--- config.mk ---
export PLATFORM = sky130hd
export DESIGN_NAME = risc_spm_core_p
export DESIGN_NICKNAME = d
export VERILOG_FILES = /design/src/rtl/risc_spm_pkg.sv /design/src/rtl/risc_spm_alu.sv /design/src/rtl/risc_spm_core_p.sv
export SDC_FILE = /design/constraint.sdc
export NUM_CORES = 1
export LEC_CHECK = 0
export CAP_MARGIN = 5
export CORE_UTILIZATION = 58
export CTS_CLUSTER_SIZE = 10
export DETAILED_ROUTE_END_ITERATION = 8
export PLACE_DENSITY = 0.92
export SETUP_SLACK_MARGIN = 0.2
export SYNTH_ARGS = -nofsm -noshare
export SYNTH_HDL_FRONTEND = slang
export SYNTH_HIERARCHICAL = 1
export SYNTH_SLANG_ARGS = --single-unit
--- constraint.sdc ---
create_clock -name clk -period 4.7 [get_ports clk]
set_input_delay 0.47 -clock clk [delete_from_list [all_inputs] [get_ports clk]]
set_output_delay 0.47 -clock clk [all_outputs]
set_load 0.05 [all_outputs]
--- src/rtl/risc_spm_pkg.sv ---
// Shared definitions for the RISC stored-program core: opcode values and FSM state encoding.
package risc_spm_pkg;

    localparam int OPC_NOP = 0;
    localparam int OPC_ADD = 1;
    localparam int OPC_SUB = 2;
    localparam int OPC_AND = 3;
    localparam int OPC_NOT = 4;
    localparam int OPC_RD  = 5;
    localparam int OPC_WR  = 6;
    localparam int OPC_BR  = 7;
    localparam int OPC_BRZ = 8;
    localparam int OPC_BRC = 9;
    localparam int OPC_HLT = 10;

    typedef enum logic [2:0] {
        S_IDLE  = 3'd0,
        S_FETCH = 3'd1,
        S_DEC   = 3'd2,
        S_EXEC  = 3'd3,
        S_OPND  = 3'd4,
        S_RD1   = 3'd5,
        S_WR1   = 3'd6,
        S_HALT  = 3'd7
    } state_e;

    // Register-index width; a single-register file still needs one select bit.
    function automatic int reg_aw(input int nreg);
        return (nreg > 1) ? $clog2(nreg) : 1;
    endfunction

endpackage

--- src/rtl/risc_spm_alu.sv ---
// Combinational ALU: ADD/SUB/AND/NOT with zero and carry/borrow outputs.
module risc_spm_alu
    import risc_spm_pkg::*;
#(
    parameter int WORD_W = 8,
    parameter int OP_W   = 4
) (
    input  logic [OP_W-1:0]   i_op,
    input  logic [WORD_W-1:0] i_a,
    input  logic [WORD_W-1:0] i_b,
    input  logic              i_c,
    output logic [WORD_W-1:0] o_result,
    output logic              o_z,
    output logic              o_c
);

    // Result and carry selection; AND/NOT pass the old carry through.
    always_comb begin
        o_result = i_a;
        o_c      = i_c;
        case (i_op)
            OP_W'(OPC_ADD): {o_c, o_result} = {1'b0, i_a} + {1'b0, i_b};
            OP_W'(OPC_SUB): begin
                o_result = i_a - i_b;
                o_c      = (i_b > i_a);
            end
            OP_W'(OPC_AND): o_result = i_a & i_b;
            OP_W'(OPC_NOT): o_result = ~i_b;
            default: begin
                o_result = i_a;
                o_c      = i_c;
            end
        endcase
    end

    assign o_z = (o_result == {WORD_W{1'b0}});

endmodule

--- src/rtl/risc_spm_core_p.sv ---
// Multi-cycle stored-program core with start/halt control, carry flag, branch/halt opcodes,
// illegal-opcode trap and a ready/ack memory port.
module risc_spm_core_p
    import risc_spm_pkg::*;
#(
    parameter int WORD_W = 8,
    parameter int NREG   = 4,
    parameter int OP_W   = 4
) (
    input  logic              clk,
    input  logic              rst,
    input  logic              start,
    output logic              mem_req,
    output logic              mem_we,
    output logic [WORD_W-1:0] mem_addr,
    output logic [WORD_W-1:0] mem_wdata,
    input  logic [WORD_W-1:0] mem_rdata,
    input  logic              mem_ack,
    output logic              halted,
    output logic              err,
    output logic              zflag,
    output logic              cflag,
    output logic [WORD_W-1:0] pc_out,
    output logic [WORD_W-1:0] ir_out
);

    localparam int REG_AW = reg_aw(NREG);

    state_e            r_state;
    state_e            w_state_nx;
    logic [WORD_W-1:0] r_pc;
    logic [WORD_W-1:0] r_ir;
    logic [WORD_W-1:0] r_ar;
    logic [WORD_W-1:0] r_regs [NREG];
    logic              r_z;
    logic              r_c;
    logic              r_err;

    logic [OP_W-1:0]   w_op;
    logic [REG_AW-1:0] w_src;
    logic [REG_AW-1:0] w_dst;
    logic [WORD_W-1:0] w_a;
    logic [WORD_W-1:0] w_b;
    logic [WORD_W-1:0] w_alu_res;
    logic              w_alu_z;
    logic              w_alu_c;
    logic              w_illegal;
    logic              w_br_skip;

    assign w_op      = r_ir[WORD_W-1 -: OP_W];
    assign w_src     = r_ir[2*REG_AW-1:REG_AW];
    assign w_dst     = r_ir[REG_AW-1:0];
    assign w_a       = r_regs[w_dst];
    assign w_b       = r_regs[w_src];
    assign w_illegal = (w_op > OP_W'(OPC_HLT));
    // A conditional branch that is not taken skips over its operand word.
    assign w_br_skip = ((w_op == OP_W'(OPC_BRZ)) && !r_z) ||
                       ((w_op == OP_W'(OPC_BRC)) && !r_c);

    risc_spm_alu #(.WORD_W(WORD_W), .OP_W(OP_W)) u_alu (
        .i_op     (w_op),
        .i_a      (w_a),
        .i_b      (w_b),
        .i_c      (r_c),
        .o_result (w_alu_res),
        .o_z      (w_alu_z),
        .o_c      (w_alu_c)
    );

    // Next-state decode.
    always_comb begin
        w_state_nx = r_state;
        case (r_state)
            S_IDLE:  w_state_nx = start ? S_FETCH : S_IDLE;
            S_FETCH: w_state_nx = mem_ack ? S_DEC : S_FETCH;
            S_DEC: begin
                case (w_op)
                    OP_W'(OPC_NOP): w_state_nx = S_FETCH;
                    OP_W'(OPC_ADD), OP_W'(OPC_SUB),
                    OP_W'(OPC_AND), OP_W'(OPC_NOT): w_state_nx = S_EXEC;
                    OP_W'(OPC_RD), OP_W'(OPC_WR),
                    OP_W'(OPC_BR):  w_state_nx = S_OPND;
                    OP_W'(OPC_BRZ), OP_W'(OPC_BRC):
                        w_state_nx = w_br_skip ? S_FETCH : S_OPND;
                    OP_W'(OPC_HLT): w_state_nx = S_HALT;
                    default:        w_state_nx = S_HALT;
                endcase
            end
            S_EXEC: w_state_nx = S_FETCH;
            S_OPND: begin
                if (!mem_ack) begin
                    w_state_nx = S_OPND;
                end else if (w_op == OP_W'(OPC_RD)) begin
                    w_state_nx = S_RD1;
                end else if (w_op == OP_W'(OPC_WR)) begin
                    w_state_nx = S_WR1;
                end else begin
                    w_state_nx = S_FETCH;
                end
            end
            S_RD1:  w_state_nx = mem_ack ? S_FETCH : S_RD1;
            S_WR1:  w_state_nx = mem_ack ? S_FETCH : S_WR1;
            S_HALT: w_state_nx = start ? S_FETCH : S_HALT;
            default: w_state_nx = S_IDLE;
        endcase
    end

    // Memory port decoded from the state so it drops as soon as the state does.
    always_comb begin
        mem_req   = 1'b0;
        mem_we    = 1'b0;
        mem_addr  = r_pc;
        mem_wdata = {WORD_W{1'b0}};
        case (r_state)
            S_FETCH, S_OPND: mem_req = 1'b1;
            S_RD1: begin
                mem_req  = 1'b1;
                mem_addr = r_ar;
            end
            S_WR1: begin
                mem_req   = 1'b1;
                mem_we    = 1'b1;
                mem_addr  = r_ar;
                mem_wdata = w_b;
            end
            default: mem_req = 1'b0;
        endcase
    end

    // State, datapath registers and flags.
    always_ff @(posedge clk) begin
        if (!rst) begin
            r_state <= S_IDLE;
            r_pc    <= {WORD_W{1'b0}};
            r_ir    <= {WORD_W{1'b0}};
            r_ar    <= {WORD_W{1'b0}};
            r_z     <= 1'b0;
            r_c     <= 1'b0;
            r_err   <= 1'b0;
            for (int i = 0; i < NREG; i++) begin
                r_regs[i] <= {WORD_W{1'b0}};
            end
        end else begin
            r_state <= w_state_nx;
            case (r_state)
                S_FETCH: begin
                    if (mem_ack) begin
                        r_ir <= mem_rdata;
                        r_pc <= r_pc + WORD_W'(1);
                    end
                end
                S_DEC: begin
                    if (w_br_skip) begin
                        r_pc <= r_pc + WORD_W'(1);
                    end
                    if (w_illegal) begin
                        r_err <= 1'b1;
                    end
                end
                S_EXEC: begin
                    r_regs[w_dst] <= w_alu_res;
                    r_z           <= w_alu_z;
                    r_c           <= w_alu_c;
                end
                S_OPND: begin
                    if (mem_ack) begin
                        if ((w_op == OP_W'(OPC_RD)) || (w_op == OP_W'(OPC_WR))) begin
                            r_ar <= mem_rdata;
                            r_pc <= r_pc + WORD_W'(1);
                        end else begin
                            r_pc <= mem_rdata;
                        end
                    end
                end
                S_RD1: begin
                    if (mem_ack) begin
                        r_regs[w_dst] <= mem_rdata;
                    end
                end
                default: ;
            endcase
        end
    end

    assign halted = (r_state == S_HALT);
    assign err    = r_err;
    assign zflag  = r_z;
    assign cflag  = r_c;
    assign pc_out = r_pc;
    assign ir_out = r_ir;

endmodule

# == After elaboration in Yosys (flattened, before gate mapping) ==
# Memory sizes are Yosys's and may differ from the RTL's. A register that Yosys moved wholly into a read port is not among the register bits.
# Index checks and enable logic that the tools add are counted.
# classes
bitwise_logic,3
eq_ne,19
reduce_logical,22
mux,38
addsub,3
magnitude_cmp,2
# ops
op,n
2-to-1 mux 8 bit,8
one-hot mux 8 bit (4 select lines),1
one-hot mux 3 bit (8 select lines),1
one-hot mux 8 bit (3 select lines),1
2-to-1 mux 3 bit,7
== test 4 x 3 -> 1 bit (second input constant),4
== test 3 bit (second input constant),4
2-to-1 mux 1 bit,12
2-to-1 mux 2 bit,6
one-hot mux 3 bit (4 select lines),1
adder 8 x 8 -> 9 bit,1
adder 8 x 1 -> 8 bit (second input constant),1
AND 8 bit,1
== test 4 x 2 -> 1 bit (second input constant),2
== test 4 bit (second input constant),2
> comparator 8 bit,1
zero test 8 bit,1
NOT 8 bit,1
OR reduction 4 bit,2
OR reduction 8 bit,1
subtractor 8 bit,1
== test 3 x 2 -> 1 bit (second input constant),2
inequality test 2 bit (second input constant),3
AND reduction 2 bit,3
16 further kinds,20
# totals
out_inout_bits,38
memories,1
ff_bits,30
ram_bits,32
input_bits,12
# memory_table
name,depth,width,read_ports,rd_ports_with_merged_regs,wr,line_no,source
r_regs,4,8,2,2,4,risc_spm_core_p.sv:34,logic [WORD_W-1:0] r_regs [NREG];

# == Depth between registers and ports, before layout ==
# depth
ltp_word,7
mapped_depth,15
ltp_nobuf,14

# == Hierarchy ==
# The synthesis kept the hierarchy.
# modules_own_cells
mod,area_per_inst_um2,cells_per_inst,n_inst
risc_spm_core_p,3523.4,320,1
risc_spm_alu,1116.1,166,1

# == Worst setup path after synthesis ==
# No wires, ideal clock.
# synth_path
path_kind,register to register
start,reg with a tool-made name
end,reg r_z (netlist: zflag)
required_time_ns,4.634
arrival_ns,3.358
synth_period_minus_slack_ns,3.423
path_stages_with_launch,14
path_buffers,1
slack_ns,1.277
setup_time_ns,0.066
cell_sequence,dfxtp_1 buf_2 mux4_2 ha_1 fa_1 nor2b_1 o22ai_1 xnor2_1 o22ai_1 o32a_1 or4b_1 nor4_2 mux2i_1 nor2_1
# synth_lines
item,line_no,source
"end signal, assigned",risc_spm_core_p.sv:162,r_z <= w_alu_z;
"end, declared",risc_spm_core_p.sv:35,logic r_z;

==> results.sh <==
export IMPL_finalHoldViolCount=0
export IMPL_clk_path_buf_depth=2
export IMPL_drv_cap=0
export IMPL_status="completed"
export IMPL_slowest_stage="dfxtp_1"
export IMPL_core_sq_um=7730
export IMPL_vias=4072
export IMPL_async_reset_ff_frac=0
export IMPL_cts_setup_buffers=0
export IMPL_r2r_cells=12
export IMPL_rsz0062_at_grt="no"
export IMPL_cts_tree="yes"
export IMPL_place_congestion=0.943
export IMPL_start_util=0.600
export IMPL_crit_type="flop to flop"
export IMPL_die_w_um=91.4
export IMPL_clock_skew_ns=0.0125
export IMPL_dr_pass1_iters=5
export IMPL_n_antenna_cell=0
export IMPL_routedLengthMet1_mm=4.86
export IMPL_routed_wl_mm=12.0
export IMPL_drt_antenna_violating_nets=0
export IMPL_n_fill_cell=576
export IMPL_overflow=0
export IMPL_whs_ns=0.478
export IMPL_final_cell_mix="68 x nor2_1, 49 x clkdlybuf4s50_1, 43 x a21oi_1, 34 x dfxtp_1, 33 x nand2_1"
export IMPL_pin_count=50
export IMPL_crit_end="zflag$_SDFFE_PN0N_"
export IMPL_port_buffers=49
export IMPL_crit_chain="mux4_2 -> ha_1 -> fa_1 -> nor2b_1 -> o22ai_1 -> xnor2_1 -> o22ai_1 -> o32a_1 -> or4b_1 -> nor4_2 -> mux2i_1 -> nor2_1"
export IMPL_nNetsFinal=550
export IMPL_grt_usage=0.299
export IMPL_max_freq_mhz=260
export IMPL_synth_edf_count=32
export IMPL_synthCells=486
export IMPL_dr_wl_met3_mm=1.03
export IMPL_clk_latency_ns=0.35
export IMPL_ys_seq_area_frac=0.354
export IMPL_crit_fanout=8
export IMPL_yosysTopAreaCellShare=0.207
export IMPL_power_density_nw_per_um2=267
export IMPL_antenna_found_initial=0
export IMPL_cts_htree_levels=3
export IMPL_placed_area_sq_um=5120
export IMPL_fin_tns_setup_ns=0
export IMPL_yosys_register_bits=66
export IMPL_ir_drop_mv=0.216
export IMPL_critPathArrivalTime_ns=4.12
export IMPL_multi_input_area_sq_um=2720
export IMPL_cts_sinks=66
export IMPL_fin_cells=625
export IMPL_ys_top_cells_by_area="edfxtp_1 21%, dfxtp_1 15%, mux4_2 7.8%, mux2i_1 5.6%, nor2_1 5.5%"
export IMPL_clk_pin_slew_ns=0.08
export IMPL_grt_pass1_wl_mm=19.6
export IMPL_worst_ep_required_time_ns=4.98
export IMPL_numCtsBuffers=9
export IMPL_tightest_slew_ns=1.20
export IMPL_grt_max_degree=28
export IMPL_startpoint_type="flop"
export IMPL_seqCellArea_sq_um=1640
export IMPL_dp_hpwl_mm=8.83
export IMPL_r2r_setup_slack_ns=0.86
export IMPL_top_layer_used="met4"
export IMPL_avgRoutedWirePerCell_um=19.3
export IMPL_yosysUniqueCellTypes=71
export IMPL_fp_dieH_um=91.4
export IMPL_max_slew_margin=0.196
export IMPL_yosysWarnings=6
export IMPL_synth_top_cell_by_area="edfxtp_1"
export IMPL_avgSynthCellArea_sq_um=9.55
export IMPL_crit_path_max_incr_delay_ns=0.66
export IMPL_root_buffer="clkbuf_8"
export IMPL_period_share=0.818
export IMPL_dieArea_sq_um=8360
export IMPL_cts_resized=0
export IMPL_reg2reg_to="zflag$_SDFFE_PN0N_"
export IMPL_final_common_cell="nor2_1"
export IMPL_synth_area_sq_um=4640
export IMPL_cp_common_cell="o22ai_1"
export IMPL_stdcell_area_sq_um=5310
export IMPL_viasPerCell=6.52
export IMPL_hold_buffers=0
export IMPL_p_leak_nw=2.03
export IMPL_slew_viol_final=0
export IMPL_crit_path_end_kind="flop"
export IMPL_fin_crit_ns=3.84
export IMPL_drive_gt1_frac=0.120
export IMPL_dp_cells=609
export IMPL_drtIter0Drc=311
export IMPL_setup_viol=0
export IMPL_syn_nets=518
export IMPL_grt_pass1_vias=3946
export IMPL_hp_class="flop to flop"
export IMPL_drc_errors=0
export IMPL_syn_to_final_growth_pct=14.5
export IMPL_row_count=32
export IMPL_synthFlopType="dfxtp_1"
export IMPL_wl_met2_mm=5.90
-- through the flow --
| step | power [mW] | util | worst slack [ns] |
|---|---|---|---|
| 6_report | 1.42 | 0.688 | 0.856 |
| 5_1_grt | 1.47 | 0.688 | 0.688 |
| 4_1_cts | 1.42 | 0.688 | 0.877 |
| 3_5_place_dp | 0.953 | 0.662 | 0.903 |
| 3_3_place_gp | 0.944 | 0.662 | 1.05 |
| 2_1_floorplan | 0.875 | - | 1.28 |
-- worst max-delay path: cells and delay by family, from the launching register on --
kind | cells | cell delay [ns]
AO/OA/AOI/OAI | 3 | 0.61
AND/OR/NAND/NOR | 4 | 0.98
adder cells (fa/ha/maj) | 2 | 0.65
XOR/XNOR | 1 | 0.14
multiplexers | 2 | 0.76
flip-flops | 1 | 0.66
-- how the worst min path moves through the flow --
stage          slack, ns                    to                  from  depth (start not counted)
6_report            0.48      err$_SDFFE_PN0P_      err$_SDFFE_PN0P_                          2
3_3_place_gp        0.45      err$_SDFFE_PN0P_      err$_SDFFE_PN0P_                          2
2_1_floorplan       0.45  r_ar[7]$_SDFFE_PN0P_  r_ar[7]$_SDFFE_PN0P_                          2
5_1_grt             0.51      err$_SDFFE_PN0P_      err$_SDFFE_PN0P_                          2
3_5_place_dp        0.46      err$_SDFFE_PN0P_      err$_SDFFE_PN0P_                          2
4_1_cts             0.48      err$_SDFFE_PN0P_      err$_SDFFE_PN0P_                          2
-- report_power, final --
group / internal [mW] / switching, mW
logic: 0.123 / 0.181
clock network: 0.227 / 0.244
registers: 0.618 / 0.0266
total: 0.969 / 0.451
-- metal layers --
| layer | vias to the layer above | GRT usage |
|---|---|---|
| met4 | 0 | 0.122 |
| met5 | - | 0 |
| met3 | 34 | 0.0595 |
| met1 | 1974 | 0.380 |
| li1 | 1853 | - |
| met2 | 211 | 0.496 |
-- cell type report --
cell class,instances,share of cell area
Timing Repair Buffer,53,0.0980
Sequential cell,66,0.309
Multi-Input combinational cell,360,0.513
Tap cell,102,0.0240
Inverter,28,0.0198
Clock buffer,10,0.0280
Clock inverter,6,0.00848
-- kinds of logic (layout without fill, tap and decap cells) --
group | count (synthesis) | count (layout) | synth area share
adder cells (fa/ha/maj) | 20 | 20 | 0.0572
XOR/XNOR | 10 | 10 | 0.0189
AND/OR/NAND/NOR | 169 | 169 | 0.193
multiplexers | 52 | 52 | 0.159
AO/OA/AOI/OAI | 109 | 109 | 0.157
flip-flops | 66 | 66 | 0.354
buffers and inverters | 60 | 97 | 0.0618
-- flip-flops by register name, indices dropped and copies added, names as in the netlist, named ones only --
register	count
r_regs	32
ir_out	8
pc_out	8
r_ar	8
r_state	3
cflag	1
err	1
zflag	1
-- cell usage after synthesis (3+ instances only) --
cell type,n
a221oi_1,4
buf_6,4
nand2b_1,4
a21o_1,3
a21oi_1,43
nand2_1,33
o22ai_1,9
edfxtp_1,32
o211ai_1,3
nand3_1,4
nor2_1,68
nor4bb_1,3
nand3b_1,5
a31oi_1,3
nor4_1,3
and3_1,11
clkbuf_1,11
nor3_1,3
nor2b_1,7
ha_1,18
mux2i_1,26
and2b_1,3
buf_4,5
or2_2,4
mux2_2,8
inv_1,27
o21ai_0,11
buf_2,10
mux4_2,16
dfxtp_1,34
o221ai_1,6
or3_1,4
o32a_1,4
xnor2_1,8
Note: power is estimated with default switching activity, not from simulation.
